===== src/rtl/alu_result_fifo_pkg.sv =====
// Shared ALU definitions: operation codes, result-width and pointer-width helpers.
// Imported by the ALU and by alu_result_fifo.
package alu_result_fifo_pkg;

    typedef enum logic [1:0] {
        ALU_ADD = 2'b00,
        ALU_SUB = 2'b01,
        ALU_AND = 2'b10,
        ALU_OP3 = 2'b11
    } alu_op_e;

    localparam int ALU_OUT_EXTRA = 3;

    function automatic int alu_out_w(input int w);
        return w + ALU_OUT_EXTRA;
    endfunction

    // One extra MSB lets equal low bits distinguish full from empty.
    function automatic int ptr_w(input int depth);
        return $clog2(depth) + 1;
    endfunction

endpackage


===== src/rtl/alu_result_fifo_mem.sv =====
// alu_fifo_mem: DEPTH x DW register array, one synchronous write port and
// one asynchronous read port. Contents are intentionally not reset.
module alu_fifo_mem #(
    parameter int DW    = 11,
    parameter int DEPTH = 8,
    parameter int AW    = 3
) (
    input  logic          i_CLK,
    input  logic          i_WE,
    input  logic [AW-1:0] i_WADDR,
    input  logic [DW-1:0] i_WDATA,
    input  logic [AW-1:0] i_RADDR,
    output logic [DW-1:0] o_RDATA
);

    logic [DW-1:0] mem_q [DEPTH];

    always_ff @(posedge i_CLK) begin
        if (i_WE) begin
            mem_q[i_WADDR] <= i_WDATA;
        end
    end

    assign o_RDATA = mem_q[i_RADDR];

endmodule


===== src/rtl/alu_result_fifo.sv =====
// alu_result_fifo: first-word-fall-through FIFO buffering ALU results.
// Optional registered o_ALMOST_FULL output is enabled by defining ALU_FIFO_AFULL_EN.
module alu_result_fifo
    import alu_result_fifo_pkg::*;
#(
    parameter int WIDTH    = 8,
    parameter int DEPTH    = 8,
    parameter int AF_LEVEL = 6
) (
    input  logic                        i_CLK,
    input  logic                        i_RSTn,
    input  logic                        i_VALID,
    output logic                        o_READY,
    input  logic [alu_out_w(WIDTH)-1:0] i_DATA,
    output logic                        o_VALID,
    input  logic                        i_READY,
    output logic [alu_out_w(WIDTH)-1:0] o_DATA,
    output logic [ptr_w(DEPTH)-1:0]     o_COUNT
`ifdef ALU_FIFO_AFULL_EN
    ,
    output logic                        o_ALMOST_FULL
`endif
);

    localparam int DW = alu_out_w(WIDTH);
    localparam int PW = ptr_w(DEPTH);
    localparam int AW = PW - 1;

    if (DEPTH < 2 || (DEPTH & (DEPTH - 1)) != 0) begin : g_bad_depth
        $error("alu_result_fifo: DEPTH must be a power of 2 and >= 2");
    end
    if (AF_LEVEL < 1 || AF_LEVEL > DEPTH) begin : g_bad_af_level
        $error("alu_result_fifo: AF_LEVEL must lie in 1..DEPTH");
    end

    logic [PW-1:0] wr_ptr_q, wr_ptr_d;
    logic [PW-1:0] rd_ptr_q, rd_ptr_d;
    logic [DW-1:0] data_q, data_d;
    logic [DW-1:0] mem_rdata;
    logic          full, empty, push, pop;

    assign full  = (wr_ptr_q[AW] != rd_ptr_q[AW]) && (wr_ptr_q[AW-1:0] == rd_ptr_q[AW-1:0]);
    assign empty = (wr_ptr_q == rd_ptr_q);
    assign push  = i_VALID && !full;
    assign pop   = !empty && i_READY;

    alu_fifo_mem #(
        .DW    (DW),
        .DEPTH (DEPTH),
        .AW    (AW)
    ) u_mem (
        .i_CLK   (i_CLK),
        .i_WE    (push),
        .i_WADDR (wr_ptr_q[AW-1:0]),
        .i_WDATA (i_DATA),
        .i_RADDR (rd_ptr_d[AW-1:0]),
        .o_RDATA (mem_rdata)
    );

    // o_DATA is registered: it is loaded with the head that will exist after this edge,
    // taking i_DATA directly when the word being written becomes the new head.
    always_comb begin
        wr_ptr_d = wr_ptr_q + PW'(push);
        rd_ptr_d = rd_ptr_q + PW'(pop);
        data_d   = data_q;
        if (rd_ptr_d != wr_ptr_d) begin
            if (push && (rd_ptr_d == wr_ptr_q)) begin
                data_d = i_DATA;
            end else begin
                data_d = mem_rdata;
            end
        end
    end

    always_ff @(posedge i_CLK or negedge i_RSTn) begin
        if (!i_RSTn) begin
            wr_ptr_q <= '0;
            rd_ptr_q <= '0;
            data_q   <= '0;
        end else begin
            wr_ptr_q <= wr_ptr_d;
            rd_ptr_q <= rd_ptr_d;
            data_q   <= data_d;
        end
    end

    assign o_READY = !full;
    assign o_VALID = !empty;
    assign o_DATA  = data_q;
    assign o_COUNT = wr_ptr_q - rd_ptr_q;

`ifdef ALU_FIFO_AFULL_EN
    localparam logic [PW-1:0] AF_THRESH = PW'(AF_LEVEL);

    logic          almost_full_q, almost_full_d;
    logic [PW-1:0] count_d;

    always_comb begin
        count_d       = wr_ptr_d - rd_ptr_d;
        almost_full_d = (count_d >= AF_THRESH);
    end

    always_ff @(posedge i_CLK or negedge i_RSTn) begin
        if (!i_RSTn) begin
            almost_full_q <= 1'b0;
        end else begin
            almost_full_q <= almost_full_d;
        end
    end

    assign o_ALMOST_FULL = almost_full_q;
`endif

endmodule


===== config.mk =====
export PLATFORM = sky130hd
export DESIGN_NAME = alu_result_fifo
export DESIGN_NICKNAME = d
export VERILOG_FILES = /design/src/rtl/alu_result_fifo_pkg.sv /design/src/rtl/alu_result_fifo_mem.sv /design/src/rtl/alu_result_fifo.sv
export SDC_FILE = /design/constraint.sdc
export NUM_CORES = 1
export LEC_CHECK = 0
export CAP_MARGIN = 20
export CORE_MARGIN = 2
export CORE_UTILIZATION = 55
export DETAILED_ROUTE_END_ITERATION = 16
export PLACE_DENSITY = 0.85
export SLEW_MARGIN = 20
export SYNTH_ARGS = -nofsm -noshare
export SYNTH_HDL_FRONTEND = slang
export SYNTH_HIERARCHICAL = 1
export SYNTH_SLANG_ARGS = --single-unit

===== constraint.sdc =====
create_clock -name i_CLK -period 8.79 [get_ports i_CLK]
set_input_delay 1.758 -clock i_CLK [delete_from_list [all_inputs] [get_ports i_CLK]]
set_output_delay 1.758 -clock i_CLK [all_outputs]
set_load 0.005 [all_outputs]

* Yosys cells after proc, flatten, opt, wreduce, memory -nomap -nowiden
Memory sizes are Yosys's and may differ from the RTL's. Cells that the tools add are included.
Cells by class: add/sub/neg operators 3, $mul 0, div/mod/pow operators 0, order comparisons 0, equality and inequality tests 5, shifts and indexed selects 0, muxes and demuxes 3, bitwise logic cells 0, reduce and logical (&&, ||, !) cells 6
Operators with widths (number):
- 2-to-1 mux 11 bit | 1
- adder 4 x 1 -> 4 bit | 2
- == test 4 bit | 2
- logical AND 1 bit | 4
- inequality test 4 bit | 1
- subtractor 4 bit | 1
- == test 3 bit | 1
- logical NOT 1 bit | 2
- 2-to-1 mux 1 bit | 2
- inequality test 1 bit | 1
Word-level totals: register bits after elaboration 19, bits in latches 0, memory bits (writable) 88, memory bits (read-only) 0, bits of input ports 15, output and inout bits 17, logic and storage cells 21, memories 1
Memories:
- u_mem.mem_q | depth 8, width 11, rd ports 1, clocked after memory_dff 0, write ports 1, RTL line alu_result_fifo_mem.sv:16 | logic [DW-1:0] mem_q [DEPTH];

* Depth between registers and ports, before layout
depth after elaboration 7, gate-level depth with buffers 14, gate-level depth less buffers 13

* By module
The synthesis kept the hierarchy.
Modules (own cells, without submodules):
- alu_fifo_mem | instances 1, cells each 139, area an instance 3437.0 µm², sequential area each 2642.5 µm²
- alu_result_fifo | instances 1, cells each 87, area an instance 1179.9 µm², sequential area each 475.5 µm²

* Worst setup path before layout
Ideal clock, no wire load.
path kind in2reg, from input i_READY, to register data_q[10], in the netlist o_DATA[10], library setup time 125 ps, arrival 3935 ps, data required time 8665 ps, setup slack 4730 ps, stages 10, buffers on the path 1, cells stage by stage and2_1 > ha_1 > ha_1 > xnor2_4 > inv_1 > buf_1 > mux4_1 > mux2_2 > mux2_2 > mux2_2
On the way: elaborated cells between the ends (all ways) 7, classes of those cells 1 x add/sub; 2 x eq/ne; 1 x mux; 2 x reduce/logical; 1 x memory
RTL lines:
- start: declaration | RTL line alu_result_fifo.sv:16 | input logic i_READY,
- logical AND 1 bit | RTL line alu_result_fifo.sv:45 | assign pop = !empty && i_READY;
- adder 4 x 1 -> 4 bit | RTL line alu_result_fifo.sv:64 | rd_ptr_d = rd_ptr_q + PW'(pop);
- via rd_ptr_d[2] | RTL line alu_result_fifo.sv:37 | logic [PW-1:0] rd_ptr_q, rd_ptr_d;
- memory (8 x 11 bit)
- via mem_rdata[10] | RTL line alu_result_fifo.sv:39 | logic [DW-1:0] mem_rdata;
- 2-to-1 mux 11 bit | RTL line alu_result_fifo.sv:67 | if (push && (rd_ptr_d == wr_ptr_q)) begin
- end signal: assignment | RTL line alu_result_fifo.sv:83 | data_q <= data_d;
- end: declaration | RTL line alu_result_fifo.sv:38 | logic [DW-1:0] data_q, data_d;
The timed path passes the listed nets, and every way through them passes these cells. A chain may end at the register's enable or synchronous reset.

* Worst setup path in the final report
from input i_READY, to register data_q[0], in the netlist o_DATA[0]
On the way: longest elaborated chain between the ends 5, elaborated cells between the ends (all ways) 7, classes of those cells 1 x add/sub; 2 x eq/ne; 1 x mux; 2 x reduce/logical; 1 x memory
RTL lines (RTL line):
- logical AND 1 bit * | alu_result_fifo.sv:45
- adder 4 x 1 -> 4 bit * | alu_result_fifo.sv:64
- via rd_ptr_d[1] | alu_result_fifo.sv:37
- parallel branches: the longest is 3 deep, another holds memory (8 x 11 bit)
Mark *: on every way through the listed nets, which the timed path passes.

==> results.yml <==
finish:
  fin_cells: 378
  postLayoutCoreUtil_pct: 64.2
  drive_above_1_share_pct: 23.4
  nets: 291
  num_antenna_cells: 0
  syn_to_final_growth_pct: 13.6
detailed_routing:
  top_layer_used: "met4"
  routedWlPerCell_um: 21.0
  wl_met1_um: 3420
  drc: 0
  met3_wirelength_um: 285
  drtIter0Drc: 92
  firstDrtPassIters: 4
  ant_nets: 0
  viasPerCell: 5.81
  num_vias: 2195
  routed_wl_um: 7950
  wl_met2_um: 4120
setup_path:
  cpMaxStageDelayCell: "nor4b_4"
  critical-path-top-delay-family: "simple AND/OR/NAND/NOR gates"
  cpMostUsedCell: "ha_1"
  cp-start-kind: "input port"
  crit_required_ps: 9050
  cpPeakStageDelay_ps: 730
  crit_arrival_ps: 4890
  crit_chain: "clkdlybuf4s50_1, and2_1, ha_1, ha_1, xnor2_1, nand2_1, nor4b_4, mux2_2, mux2_4"
  setup.worst_path.end_class: "flop"
  cp_max_fo: 14
  crit_type: "in2reg"
  crit_buf_inv: 1
timing:
  setup_ws_ps: 4160
  fin_worst_skew_ps: 10.4
  max_slew.worst_pin.slew_ps: 877
  setup_viol_count_final: 0
  slew_violations: 0
  min_period_ps: 4630
  rsz0062_at_grt: "no"
  setup_tns_ps: 0
  finalCritPeriodShare_pct: 52.7
  hold_viol_final: 0
  whs_ps: 526
  max_freq_mhz: 216
  relSlewSlack_pct: 41.4
pwr:
  intPower_mw: 1.41
  pwr_density_cell_nw_per_um2: 395
  leakage_nw: 1.90
  peakVddDrop_mv: 0.148
  power_frac_seq_pct: 35.5
  combPwrFrac_pct: 50.6
  p_clk_share_pct: 13.9
  p_sw_mw: 0.659
  switching_share_pct: 31.9
die:
  fp.dieH_um: 95.6
  coreArea_um2: 8180
  die_x_um: 95.6
  dieArea_um2: 9140
  ios: 32
  rows: 33
  start_util_pct: 56.5
clock_network:
  cts_setup_buffers: 0
  cts_tree: "built"
  hold_buffers: 0
  cts_sinks: 107
  worstSkewPairLatency_ps: 370
  ctsResizeCount: 0
  htree_num_levels: 3
  root_buffer: "clkbuf_8"
  clk_pin_slew_ps: 100
  cts_buffers: 9
  cts_buffer_depth: 2
run:
  drv_cap: 0
synth:
  syn-cell-area_um2: 4620
  avgSynthCellArea_um2: 20.4
  yosys_warnings: 6
  synth_edf_count: 88
  yosys.area.top_type: "edfxtp_1"
  syn_nets: 249
  synth_most_common_cell: "edfxtp_1"
  yosysSeqAreaShare_pct: 67.5
  synth_area_leaders: "edfxtp_1 (57%), mux4_1 (13%), dfrtp_1 (10%)"
  async_flop_share_pct: 17.8
  synth_top_area_share_pct: 57.2
  synth_common_cells: "edfxtp_1 (88), mux2_2 (23), mux4_1 (22)"
  synth-main-ff-cell: "edfxtp_1"
  synth-seq-cells: 107
  yosysUniqueCellTypes: 27
  syn_inst: 226
place:
  dp_hpwl_um: 5060
  place_congestion: 0.741
  dp_cells: 362
  dp_slack_ps: 3750
  io_buffers: 31
grt:
  grt_first_pass_wirelength_um: 12000
  grt_use_total_pct: 19.0
  grt_max_degree: 26
  grt_overflow_total: 0
  antenna_found_initial: 0
  grt_pass1_vias: 2187
outcome:
  outcome: "finished, final reports clean"
worst_hold_path:
  min_path_type: "reg2reg"
-- cell families (layout without fill, tap and decap cells) --
logic type / count (synthesis) / after routing / share of synthesized area [%]
AO/OA/AOI/OAI: 3 / 3 / 0.434
XOR/XNOR: 16 / 16 / 3.60
adder cells (fa/ha/maj): 8 / 8 / 2.33
buffers and inverters: 15 / 62 / 1.87
flip-flops: 107 / 107 / 67.5
multiplexers: 55 / 55 / 21.4
AND/OR/NAND/NOR: 22 / 22 / 2.85
-- worst paths after layout --
kind                        startpoint        end  slack, ps  cells after the start
min in group asynchronous       i_RSTn  o_DATA[8]       1340                      1
setup / recovery               i_READY  o_DATA[0]       4160                      9
setup reg to reg           rd_ptr_q[2]  o_DATA[0]       4620                     12
hold reg to reg              o_DATA[0]  o_DATA[0]        530                      1
hold / removal               o_DATA[0]  o_DATA[0]        530                      1
max in group asynchronous       i_RSTn  o_DATA[4]       7110                      1
-- registers in the layout, summed over array words and instances (netlist names) --
name,count
u_mem/mem_q,88
o_DATA,11
rd_ptr_q,4
wr_ptr_q,4
-- layout make-up --
type	instances	area, µm²
fillers	562	2930
multi-input cells	104	1420
flip-flops and latches	107	3120
clock inverters	7	67.6
clock buffers	9	124
well taps	105	131
inverters	8	30.0
repair buffers	38	358
-- per-stage QoR --
step / total power [mW] / cell area (µm²)
2_1_floorplan: 1.52 / 4620
3_3_place_gp: 1.77 / 5050
3_5_place_dp: 1.80 / 5050
4_1_cts: 2.09 / 5250
5_1_grt: 2.20 / 5250
6_report: 2.07 / 5250
-- layer usage --
metal / vias to the layer above / GRT usage, %
met5: - / 0
met4: 0 / 5.95
met3: 10 / 4.11
met2: 51 / 31.3
met1: 1147 / 25.5
li1: 987 / -
-- cell usage in the layout, fill, tap and decap left out, drive strengths merged, types with 2 or more instances in the layout --
master         instances
edfxtp                88
mux2                  33
clkdlybuf4s50         30
mux4                  22
dfrtp                 19
inv                   12
xnor2                 11
clkbuf                 9
buf                    8
ha                     7
nor2                   6
xor2                   5
nand2b                 4
nand3                  3
nand2                  3
clkinv                 2
nor3                   2
-- power by group through the flow --
stage	clock (mW)	combinational, mW	sequential [mW]
floorplan	0	0.794	0.730
global placement	0	1.03	0.741
detailed placement	0	1.05	0.747
CTS	0.296	1.06	0.736
global route	0.316	1.14	0.746
finish	0.287	1.05	0.735
(Power assumes the default switching activity.)
